**src/rtl/stage_d_write_buffer_pkg.sv**
```systemverilog
// Shared opcode constants and decode helpers for the brainfuck CPU pipeline.
// The write-op predicate lives here so the read stage can reuse it.
package stage_d_write_buffer_pkg;

    localparam int OPCODE_MSB = 7;

    // One-hot bit positions of the eight brainfuck operations.
    localparam int OP_INC   = 0;
    localparam int OP_DEC   = 1;
    localparam int OP_LEFT  = 2;
    localparam int OP_RIGHT = 3;
    localparam int OP_IN    = 4;
    localparam int OP_OUT   = 5;
    localparam int OP_LOOP  = 6;
    localparam int OP_END   = 7;

    typedef logic [OPCODE_MSB:0] opcode_t;

    function automatic logic is_write_op(input opcode_t op);
        return op[OP_INC] | op[OP_DEC] | op[OP_IN];
    endfunction

endpackage

```
**src/rtl/stage_d_write_buffer_write_fifo.sv**
```systemverilog
// Posted-write queue: storage, pointers, count, youngest-entry coalescing
// and a CAM-style forwarding lookup over the valid entries.
module stage_d_write_buffer_write_fifo #(
    parameter int A_WIDTH = 12,
    parameter int D_WIDTH = 8,
    parameter int DEPTH   = 4
) (
    input  logic               clk,
    input  logic               reset,
    input  logic               write,
    input  logic [A_WIDTH-1:0] wa,
    input  logic [D_WIDTH-1:0] wd,
    output logic               coalesce,
    output logic               full,
    output logic               empty,
    output logic               dce,
    output logic [A_WIDTH-1:0] da,
    output logic [D_WIDTH-1:0] dq,
    input  logic               dack,
    input  logic [A_WIDTH-1:0] fa,
    output logic               fhit,
    output logic [D_WIDTH-1:0] fq
);

    localparam int PW = $clog2(DEPTH);

    logic [A_WIDTH-1:0] addr_mem [DEPTH];
    logic [D_WIDTH-1:0] data_mem [DEPTH];

    logic [PW-1:0] wr_ptr;
    logic [PW-1:0] rd_ptr;
    logic [PW-1:0] last;
    logic [PW-1:0] idx;
    logic [PW:0]   count;
    logic          push;
    logic          pop;

    assign last  = wr_ptr - PW'(1);
    assign full  = count == (PW+1)'(DEPTH);
    assign empty = count == '0;

    // The youngest entry is only touched once it cannot be the draining head.
    assign coalesce = write
                    & (count >= (PW+1)'(2))
                    & (addr_mem[last] == wa);

    assign push = write & ~coalesce & ~full;
    assign pop  = ~empty & dack;

    assign dce = ~empty;
    assign da  = empty ? '0 : addr_mem[rd_ptr];
    assign dq  = empty ? '0 : data_mem[rd_ptr];

    always_ff @(posedge clk or posedge reset) begin
        if (reset) begin
            wr_ptr <= '0;
            rd_ptr <= '0;
            count  <= '0;
        end else begin
            if (push)
                wr_ptr <= wr_ptr + PW'(1);
            if (pop)
                rd_ptr <= rd_ptr + PW'(1);
            count <= count
                   + {{PW{1'b0}}, push}
                   - {{PW{1'b0}}, pop};
        end
    end

    always_ff @(posedge clk) begin
        if (push) begin
            addr_mem[wr_ptr] <= wa;
            data_mem[wr_ptr] <= wd;
        end else if (coalesce) begin
            data_mem[last] <= wd;
        end
    end

    // Scan oldest to youngest so the last match left standing is the youngest.
    always_comb begin
        fhit = 1'b0;
        fq   = '0;
        idx  = '0;
        for (int k = 0; k < DEPTH; k++) begin
            idx = rd_ptr + PW'(k);
            if (((PW+1)'(k) < count) && (addr_mem[idx] == fa)) begin
                fhit = 1'b1;
                fq   = data_mem[idx];
            end
        end
    end

endmodule

```
**src/rtl/stage_d_write_buffer.sv**
```systemverilog
// Write-back stage: opcode pass-through, stall generation and a posted-write
// buffer that drains to the DRAM write port.
module stage_d_write_buffer
    import stage_d_write_buffer_pkg::*;
#(
    parameter int A_WIDTH = 12,
    parameter int D_WIDTH = 8,
    parameter int DEPTH   = 4
) (
    input  logic                clk,
    input  logic                reset,
    input  logic [OPCODE_MSB:0] operation_in,
    input  logic [D_WIDTH-1:0]  a_in,
    input  logic [A_WIDTH-1:0]  dp,
    input  logic                drdy_in,
    input  logic                ack_in,
    output logic                ack,
    output logic [OPCODE_MSB:0] operation,
    output logic                drdy,
    output logic                dce,
    output logic [A_WIDTH-1:0]  da,
    output logic [D_WIDTH-1:0]  dq,
    input  logic                dack,
    input  logic [A_WIDTH-1:0]  fa,
    output logic                fhit,
    output logic [D_WIDTH-1:0]  fq,
    output logic                full,
    output logic                empty
);

    logic write_op;
    logic coalesce;
    logic stall;

    assign write_op = is_write_op(operation_in);

    // Full is the registered occupancy, so dack never reaches ack.
    assign stall = write_op & full & ~coalesce;
    assign ack   = ack_in & ~stall;

    always_ff @(posedge clk or posedge reset) begin
        if (reset) begin
            operation <= '0;
            drdy      <= 1'b0;
        end else if (stall) begin
            operation <= '0;
            drdy      <= 1'b0;
        end else begin
            operation <= operation_in;
            drdy      <= drdy_in;
        end
    end

    stage_d_write_buffer_write_fifo #(
        .A_WIDTH (A_WIDTH),
        .D_WIDTH (D_WIDTH),
        .DEPTH   (DEPTH)
    ) u_fifo (
        .clk      (clk),
        .reset    (reset),
        .write    (write_op),
        .wa       (dp),
        .wd       (a_in),
        .coalesce (coalesce),
        .full     (full),
        .empty    (empty),
        .dce      (dce),
        .da       (da),
        .dq       (dq),
        .dack     (dack),
        .fa       (fa),
        .fhit     (fhit),
        .fq       (fq)
    );

endmodule

```
**config.mk**
```make
export PLATFORM = sky130hd
export DESIGN_NAME = stage_d_write_buffer
export DESIGN_NICKNAME = d
export VERILOG_FILES = /design/src/rtl/stage_d_write_buffer_pkg.sv /design/src/rtl/stage_d_write_buffer_write_fifo.sv /design/src/rtl/stage_d_write_buffer.sv
export SDC_FILE = /design/constraint.sdc
export NUM_CORES = 1
export LEC_CHECK = 0
export CORE_MARGIN = 10
export CORE_UTILIZATION = 25
export DETAILED_ROUTE_END_ITERATION = 7
export PLACE_DENSITY = 0.39
export SLEW_MARGIN = 25
export SYNTH_ARGS = -nofsm -noshare
export SYNTH_HDL_FRONTEND = slang
export SYNTH_SLANG_ARGS = --single-unit
```
**constraint.sdc**
```tcl
create_clock -name clk -period 6.21 [get_ports clk]
set_input_delay 1.863 -clock clk [delete_from_list [all_inputs] [get_ports clk]]
set_output_delay 1.863 -clock clk [all_outputs]
set_load 0.05 [all_outputs]
```
==> results of run 1 <==
## through the flow
stage | power (mW) | instances
after floorplan | 3.340 | 543
after global placement | 4.317 | 959
after detailed placement | 4.325 | 959
after CTS | 4.936 | 975
after global routing | 5.191 | 976
final | 4.870 | 976
## report_power, final
part,total (mW),leakage [nW],internal (mW),switching [mW]
combinational,3.12,1.84,1.26,1.86
clock,0.576,0.148,0.333,0.243
sequential,1.17,0.931,0.950,0.221
total,4.87,2.92,2.54,2.33
## synthesized netlist by cell type, types with 4 or more instances
library cell and number:
edfxtp_1 80, xnor2_1 50, mux2i_1 39, mux4_2 39, nand2_1 39, nor2b_1 23, o21ai_0 21, clkbuf_1 18
mux2_2 18, nor2_1 18, o2111ai_1 17, dfrtp_1 16, xor2_1 15, inv_1 13, nor4_1 12, o21ai_1 12
buf_2 11, nand4_1 11, a211oi_2 9, a21oi_1 9, ha_1 9, nand3_1 9, o31a_1 8, nor3_1 6
buf_6 5, and2_1 4
## logic make-up after synthesis
kind of cell | share of synthesized area
adder cells (fa/ha/maj) | 0.01985
AND/OR/NAND/NOR | 0.1030
flip-flops | 0.4194
buffers and inverters | 0.03801
AO/OA/AOI/OAI | 0.09456
XOR/XNOR | 0.08763
multiplexers | 0.2376
## sequential cells by signal, summed over array words and instances (netlist names)
name / count
drdy: 1
u_fifo.addr_mem: 48
u_fifo.wr_ptr: 2
operation: 8
u_fifo.rd_ptr: 2
u_fifo.data_mem: 32
u_fifo.count: 3
## repair_timing
| item | 4_1_cts | 5_1_grt |
|---|---|---|
| gates cloned | 0 | 0 |
| pin swaps | 4 | 6 |
| gates resized for setup | 5 | 7 |
| endpoints found under the setup margin | 8 | 9 |
## metal layers
layer  part of all wire  track usage  wire length (um)  up-vias
met2               0.49       0.2072             10360      110
met1               0.46       0.1655              9596     2495
met4              0.015      0.03803               314        0
li1                   -            -                 -     2283
met3              0.037      0.02194               784       20
met5                  0            0                 0        -
## final timing paths
kind	slack [ns]	startpoint	endpoint	depth (start not counted)
min reg2reg	0.67	u_fifo.wr_ptr[0]	u_fifo.wr_ptr[0]	2
max in group asynchronous	3.82	reset	u_fifo.rd_ptr[0]	2
min	0.67	u_fifo.wr_ptr[0]	u_fifo.wr_ptr[0]	2
max	0.13	fa[11]	fhit	9
max reg2reg	1.93	u_fifo.wr_ptr[1]	u_fifo.data_mem[0][7]	10
min in group asynchronous	1.91	reset	operation[5]	2
## layout make-up
cell class / count / area [um^2]
Antenna cell: 1 / 2.502
Sequential cell: 96 / 2808
Timing Repair Buffer: 119 / 1226
Inverter: 14 / 52.55
Fill cell: 2573 / 17720
Clock inverter: 5 / 55.05
Tap cell: 335 / 419.2
Multi-Input combinational cell: 395 / 3667
Clock buffer: 11 / 252.7
## worst reg2reg max path: cells and delay by family, from the launching register on
kind	cells	cell delay, ns
buffers and inverters	3	0.70
adders and majority gates	1	0.47
and+or+nand+nor	3	1.03
AOI/OAI and AO/OA	1	0.63
xor gates and xnor gates	1	0.39
DFF	1	0.43
muxes	1	0.35
==> reports/results.tsv, run 1 <==
stage	metric	value	unit
status	outcome	completed	
clock_network	hold_buffers	0	
critical_path	path_class	in -> out	
clock_network	clock-root-buffer	clkbuf_16	
finish	stdcell_area	8483	um^2
critical_path	critPathBufInv	4	
hold_path	hp-class	reg -> reg	
power	p_leak	2.922	nW
drt	drt_pass1_iterations	4	
critical_path	startpoint_type	input pin	
floorplan	die_w	183.5	um
synthesis	netlist.area_leader.share	0.3595	
floorplan	die_area	33670	um^2
critical_path	critPathSlowestCell	or4_1	
synthesis	synth_top_area_cell	edfxtp_1	
floorplan	num_io_pins	87	
finish	final_common_cell	edfxtp_1	
synthesis	synthArstFlopShare	0.1667	
finish	syn_to_final_growth	26.94	%
synthesis	synth_edf_count	80	
timing	rsz0062_at_grt	false	
timing	whs	0.6706	ns
clock_network	clkTransAtPathRegs	0.06	ns
timing	min_period	6.076	ns
timing	worstMarginPinSlew	0.9704	ns
global_route	first_global_vias	5073	
synthesis	synth.net_count	598	
synthesis	ys_warn_count	0	
floorplan	std_cell_rows	59	
synthesis	ys_ff_latch	96	
timing	setup_slack	0.1340	ns
critical_path	worstPathRequired	4.35	ns
critical_path	crit_family	buffers and inverters	
synthesis	yosysSeqAreaShare	0.4194	
timing	fin_skew	0.009868	ns
timing	max_freq	164.6	MHz
clock_network	cts_tree	yes	
floorplan	start_util	0.2550	
global_route	antenna_found_initial	1	
drt	routed_via_density	5.029	
floorplan	coreArea	26210	um^2
synthesis	yosysUniqueCellTypes	53	
placed_design	portBuffers	86	
placed_design	dp_slack	-0.2056	ns
finish	final_cell_mix	edfxtp_1 (80), clkdlybuf4s50_1 (71), xnor2_1 (48)	
critical_path	path_cells	clkdlybuf4s50_1, buf_4, xnor2_1, nor3_1, o211ai_1, buf_4, nor2_1, or4_1, buf_12	
drt	drt-total-wl	21060	um
timing	max-slew-margin-rel	0.3531	
drt	ant_nets	0	
critical_path	cp_slowest_stage_delay	0.57	ns
drt	vias	4908	
timing	hold_violations	0	
drt	routedWlPerCell	21.57	um
clock_network	cts_buffer_depth	2	
synthesis	synth_area	6683	um^2
synthesis	synth.avg_cell_area	12.31	um^2
drt	drt_iter0_drc	333	
power	peakVddDrop	0.3357	mV
timing	finalCritPeriodShare	0.9784	
timing	setup_viol	0	
placed_design	hpwl	15630	um
critical_path	crit_fanout	9	
clock_network	cts_sinks	96	
timing	fin_tns_setup	0	ns
global_route	grt_overflow_total	0	
synthesis	synth.area.top_cells	edfxtp_1 (36%), mux4_2 (13%), xnor2_1 (6.6%), dfrtp_1 (6.0%), mux2i_1 (5.8%)	
drt	drc	0	
finish	fin_util	0.3237	
placed_design	globalplace.congestion	0.7895	
placed_design	post_dp_cell_area	8134	um^2
timing	drv_slew	0	
global_route	grt_max_degree	41	
job	maxCapViolCount	0	
clock_network	cts_buffers	9	
clock_network	post_cts_buffers	0	
finish	drive_gt1_frac	0.2219	
clock_network	h-tree-depth	3	
critical_path	crit_top_cell	buf_4	
critical_path	cp-end-kind	output pin	
critical_path	arrival	4.21	ns
synthesis	synth_cells	543	
power	powerDensity	574.1	nW/um^2
global_route	globalRouteTotalUtil	0.1260	
synthesis	synth_flop_cell	edfxtp_1	
global_route	grt_first_pass_wirelength	32000	um
clock_network	clk-insertion-delay-late	0.35	ns
finish	layout.nets	690	
floorplan	fp.dieH	183.5	um
(Power assumes the default switching activity.)
==> run 2: changes to the inputs <==
--- a/config.mk
+++ b/config.mk
@@ -8,7 +8,8 @@
 export CORE_MARGIN = 10
 export CORE_UTILIZATION = 25
 export DETAILED_ROUTE_END_ITERATION = 7
-export PLACE_DENSITY = 0.39
+export PLACE_DENSITY = 0.43
+export RECOVER_POWER = 100
 export SLEW_MARGIN = 25
 export SYNTH_ARGS = -nofsm -noshare
 export SYNTH_HDL_FRONTEND = slang
==> reports/results.tsv, run 2 (synthesized netlist as in run 1, its figures left out) <==
stage	metric	value	unit	change
finish	final_common_cell	edfxtp_1		
drt	drt-total-wl	20760	um	-1.4%
power	powerDensity	564.2	nW/um^2	-1.7%
critical_path	critPathSlowestCell	clkdlybuf4s50_1		
power	cellInternalPower	2.418	mW	-4.9%
drt	ant_nets	0		unchanged
floorplan	coreArea	26210	um^2	unchanged
finish	top_regs	u_fifo.addr_mem (48), u_fifo.data_mem (32), operation (8)		
clock_network	hold_buffers	0		unchanged
power	peakVddDrop	0.2358	mV	-30%
critical_path	r2r_cells	11		+1
timing	fin_tns_setup	0	ns	unchanged
critical_path	crit_family	buffers and inverters		
critical_path	cp.depth	8		-1
clock_network	cts_buffer_depth	2		unchanged
timing	rsz0062_at_grt	false		
clock_network	clk-insertion-delay-late	0.36	ns	about the same
floorplan	num_io_pins	87		unchanged
finish	final_cell_mix	edfxtp_1 (80), dlygate4sd3_1 (54), xnor2_1 (49)		
finish	drive_gt1_frac	0.2109		-0.01102
finish	regArea	2808	um^2	unchanged
clock_network	h-tree-depth	3		unchanged
critical_path	startpoint_type	input pin		
timing	setup_slack	0.1112	ns	-0.02276 ns
global_route	grt_first_pass_wirelength	31760	um	-0.76%
finish	regMostFlops	u_fifo.addr_mem		
critical_path	r2r_slack	1.91	ns	-0.02 ns
placed_design	globalplace.congestion	0.8842		+12%
power	p_comb_frac	0.640		about the same
hold_path	min_path_cells	2		unchanged
global_route	antenna_found_initial	0		-1
critical_path	cp-end-kind	output pin		
job	maxCapViolCount	0		unchanged
power	clockPowerShare	0.114		-0.004
critical_path	path_class	in -> out		
global_route	first_global_vias	5205		+2.6%
critical_path	path_cells	clkdlybuf4s50_1, xor2_1, nand4_1, mux2_2, nor4_4, buf_4, o31a_1, buf_12		
drt	routed_via_density	4.990		-0.77%
clock_network	clock-root-buffer	clkbuf_16		
finish	largest_reg_flops	48		unchanged
timing	max_freq	164.0	MHz	-0.37%
clock_network	cts_buffers	9		unchanged
clock_network	cts_sinks	96		unchanged
power	p_sw_frac	0.4902		+0.01225
finish	multi_input_area	3646	um^2	-0.58%
floorplan	fp.dieH	183.5	um	unchanged
drt	drt_iter0_drc	281		-16%
critical_path	arrival	4.24	ns	+0.03 ns
power	p_leak	2.930	nW	+0.29%
floorplan	std_cell_rows	59		unchanged
critical_path	worstReg2RegEnd	u_fifo.addr_mem[2][1]		
clock_network	clkTransAtPathRegs	0.07	ns	about the same
clock_network	cts_tree	yes		
critical_path	reg2reg_from	u_fifo.wr_ptr[1]		
critical_path	cp_slowest_stage_delay	0.59	ns	+0.02 ns
finish	syn_to_final_growth	25.80	%	
hold_path	min_from	u_fifo.wr_ptr[0]		
floorplan	die_area	33670	um^2	unchanged
global_route	globalRouteTotalUtil	0.1236		-0.002349
critical_path	worstPathRequired	4.35	ns	about the same
power	p_seq_frac	0.246		+0.005
critical_path	critPathBufInv	3		-1
timing	finalCritPeriodShare	0.9821		+0.003665
power	power_switching	2.325	mW	-0.11%
timing	max-slew-margin-rel	0.1749		-0.1781
finish	layout.nets	695		+0.72%
finish	num-fill-cells	2612		+1.5%
drt	drc	0		unchanged
status	outcome	completed		
timing	min_period	6.099	ns	+0.02276 ns
drt	vias	4890		-0.37%
placed_design	hpwl	15500	um	-0.81%
placed_design	portBuffers	86		unchanged
hold_path	hp-class	reg -> reg		
drt	drt_pass1_iterations	5		+1
global_route	grt_overflow_total	0		unchanged
global_route	grt_max_degree	42		+2.4%
timing	hold_violations	0		unchanged
floorplan	die_w	183.5	um	unchanged
timing	worstMarginPinSlew	1.237	ns	+0.2665 ns
critical_path	crit_fanout	8		-1
hold_path	whs_endpoint	u_fifo.wr_ptr[0]		
finish	n_antenna_cell	0		-1
timing	fin_skew	0.01320	ns	+0.003327 ns
floorplan	start_util	0.2550		unchanged
timing	drv_slew	0		unchanged
drt	routedWlPerCell	21.18	um	-1.8%
placed_design	dp_slack	-0.1155	ns	+0.09017 ns
timing	setup_viol	0		unchanged
## run 2: changes by cell type in the layout (fill, tap and decap cells not counted), sizes merged, moves of 2 or more
cell	delta
clkdlybuf4s50	-56
clkbuf	+7
buf	-4
dlygate4sd3	+54
inv	+5
clkinvlp	-2
## run 2: area by class of cell
cell class,instances,share of cell area
Clock buffer,9,0.02679
Clock inverter,7,0.005953
Inverter,14,0.006251
Multi-Input combinational cell,395,0.4337
Sequential cell,96,0.3340
Tap cell,335,0.04986
Timing Repair Buffer,124,0.1435
## run 2: repair_timing
action                     4_1_cts  5_1_grt
setup endpoints to repair        8        8
setup buffers                    0        0
resized for setup                8        3
pin swaps                        4        5
## run 2: stage by stage
step	hold WS (ns)	util	power [mW]	instances	area [um^2]
6_report	0.6408	0.3208	4.743	980	8407
5_1_grt	0.6874	0.3208	5.060	980	8407
4_1_cts	0.6497	0.3218	4.883	980	8433
3_5_place_dp	0.6389	0.3106	4.306	964	8139
3_3_place_gp	0.6375	0.3106	4.293	964	8139
2_1_floorplan	0.6284	-	3.340	543	6683
## run 2: power by group through the flow
stage / clock (mW) / sequential, mW / combinational, mW
3_5_place_dp: 0 / 1.18 / 3.13
2_1_floorplan: 0 / 1.09 / 2.25
3_3_place_gp: 0 / 1.16 / 3.14
5_1_grt: 0.584 / 1.20 / 3.28
4_1_cts: 0.558 / 1.16 / 3.16
6_report: 0.539 / 1.17 / 3.04
## run 2: metal layers
metal | part of all wire | track usage
met4 | 0.011 | 0.03180
met2 | 0.52 | 0.2225
met1 | 0.43 | 0.1475
met5 | 0 | 0
met3 | 0.044 | 0.02352
## run 2: worst max-delay path by stage
stage / from / end / slack (ns)
after floorplan: fa[5] / fq[5] / 0.47
after global placement: fa[5] / fq[2] / -0.10
after detailed placement: fa[5] / fq[2] / -0.12
after CTS: fa[3] / fq[2] / 0.06
after global routing: fa[6] / fq[7] / 0.002
final: fa[6] / fq[2] / 0.11
## run 2: worst register-to-register path, stage by stage (launching register included)
cell	delay, ns
dfrtp_1	0.41
inv_1	0.12
ha_1	0.59
buf_4	0.28
mux4_2	0.33
xnor2_1	0.36
nand4_1	0.13
nor4_1	0.38
clkbuf_1	0.21
nor3_1	0.06
clkbuf_1	0.26
and2_0	0.70
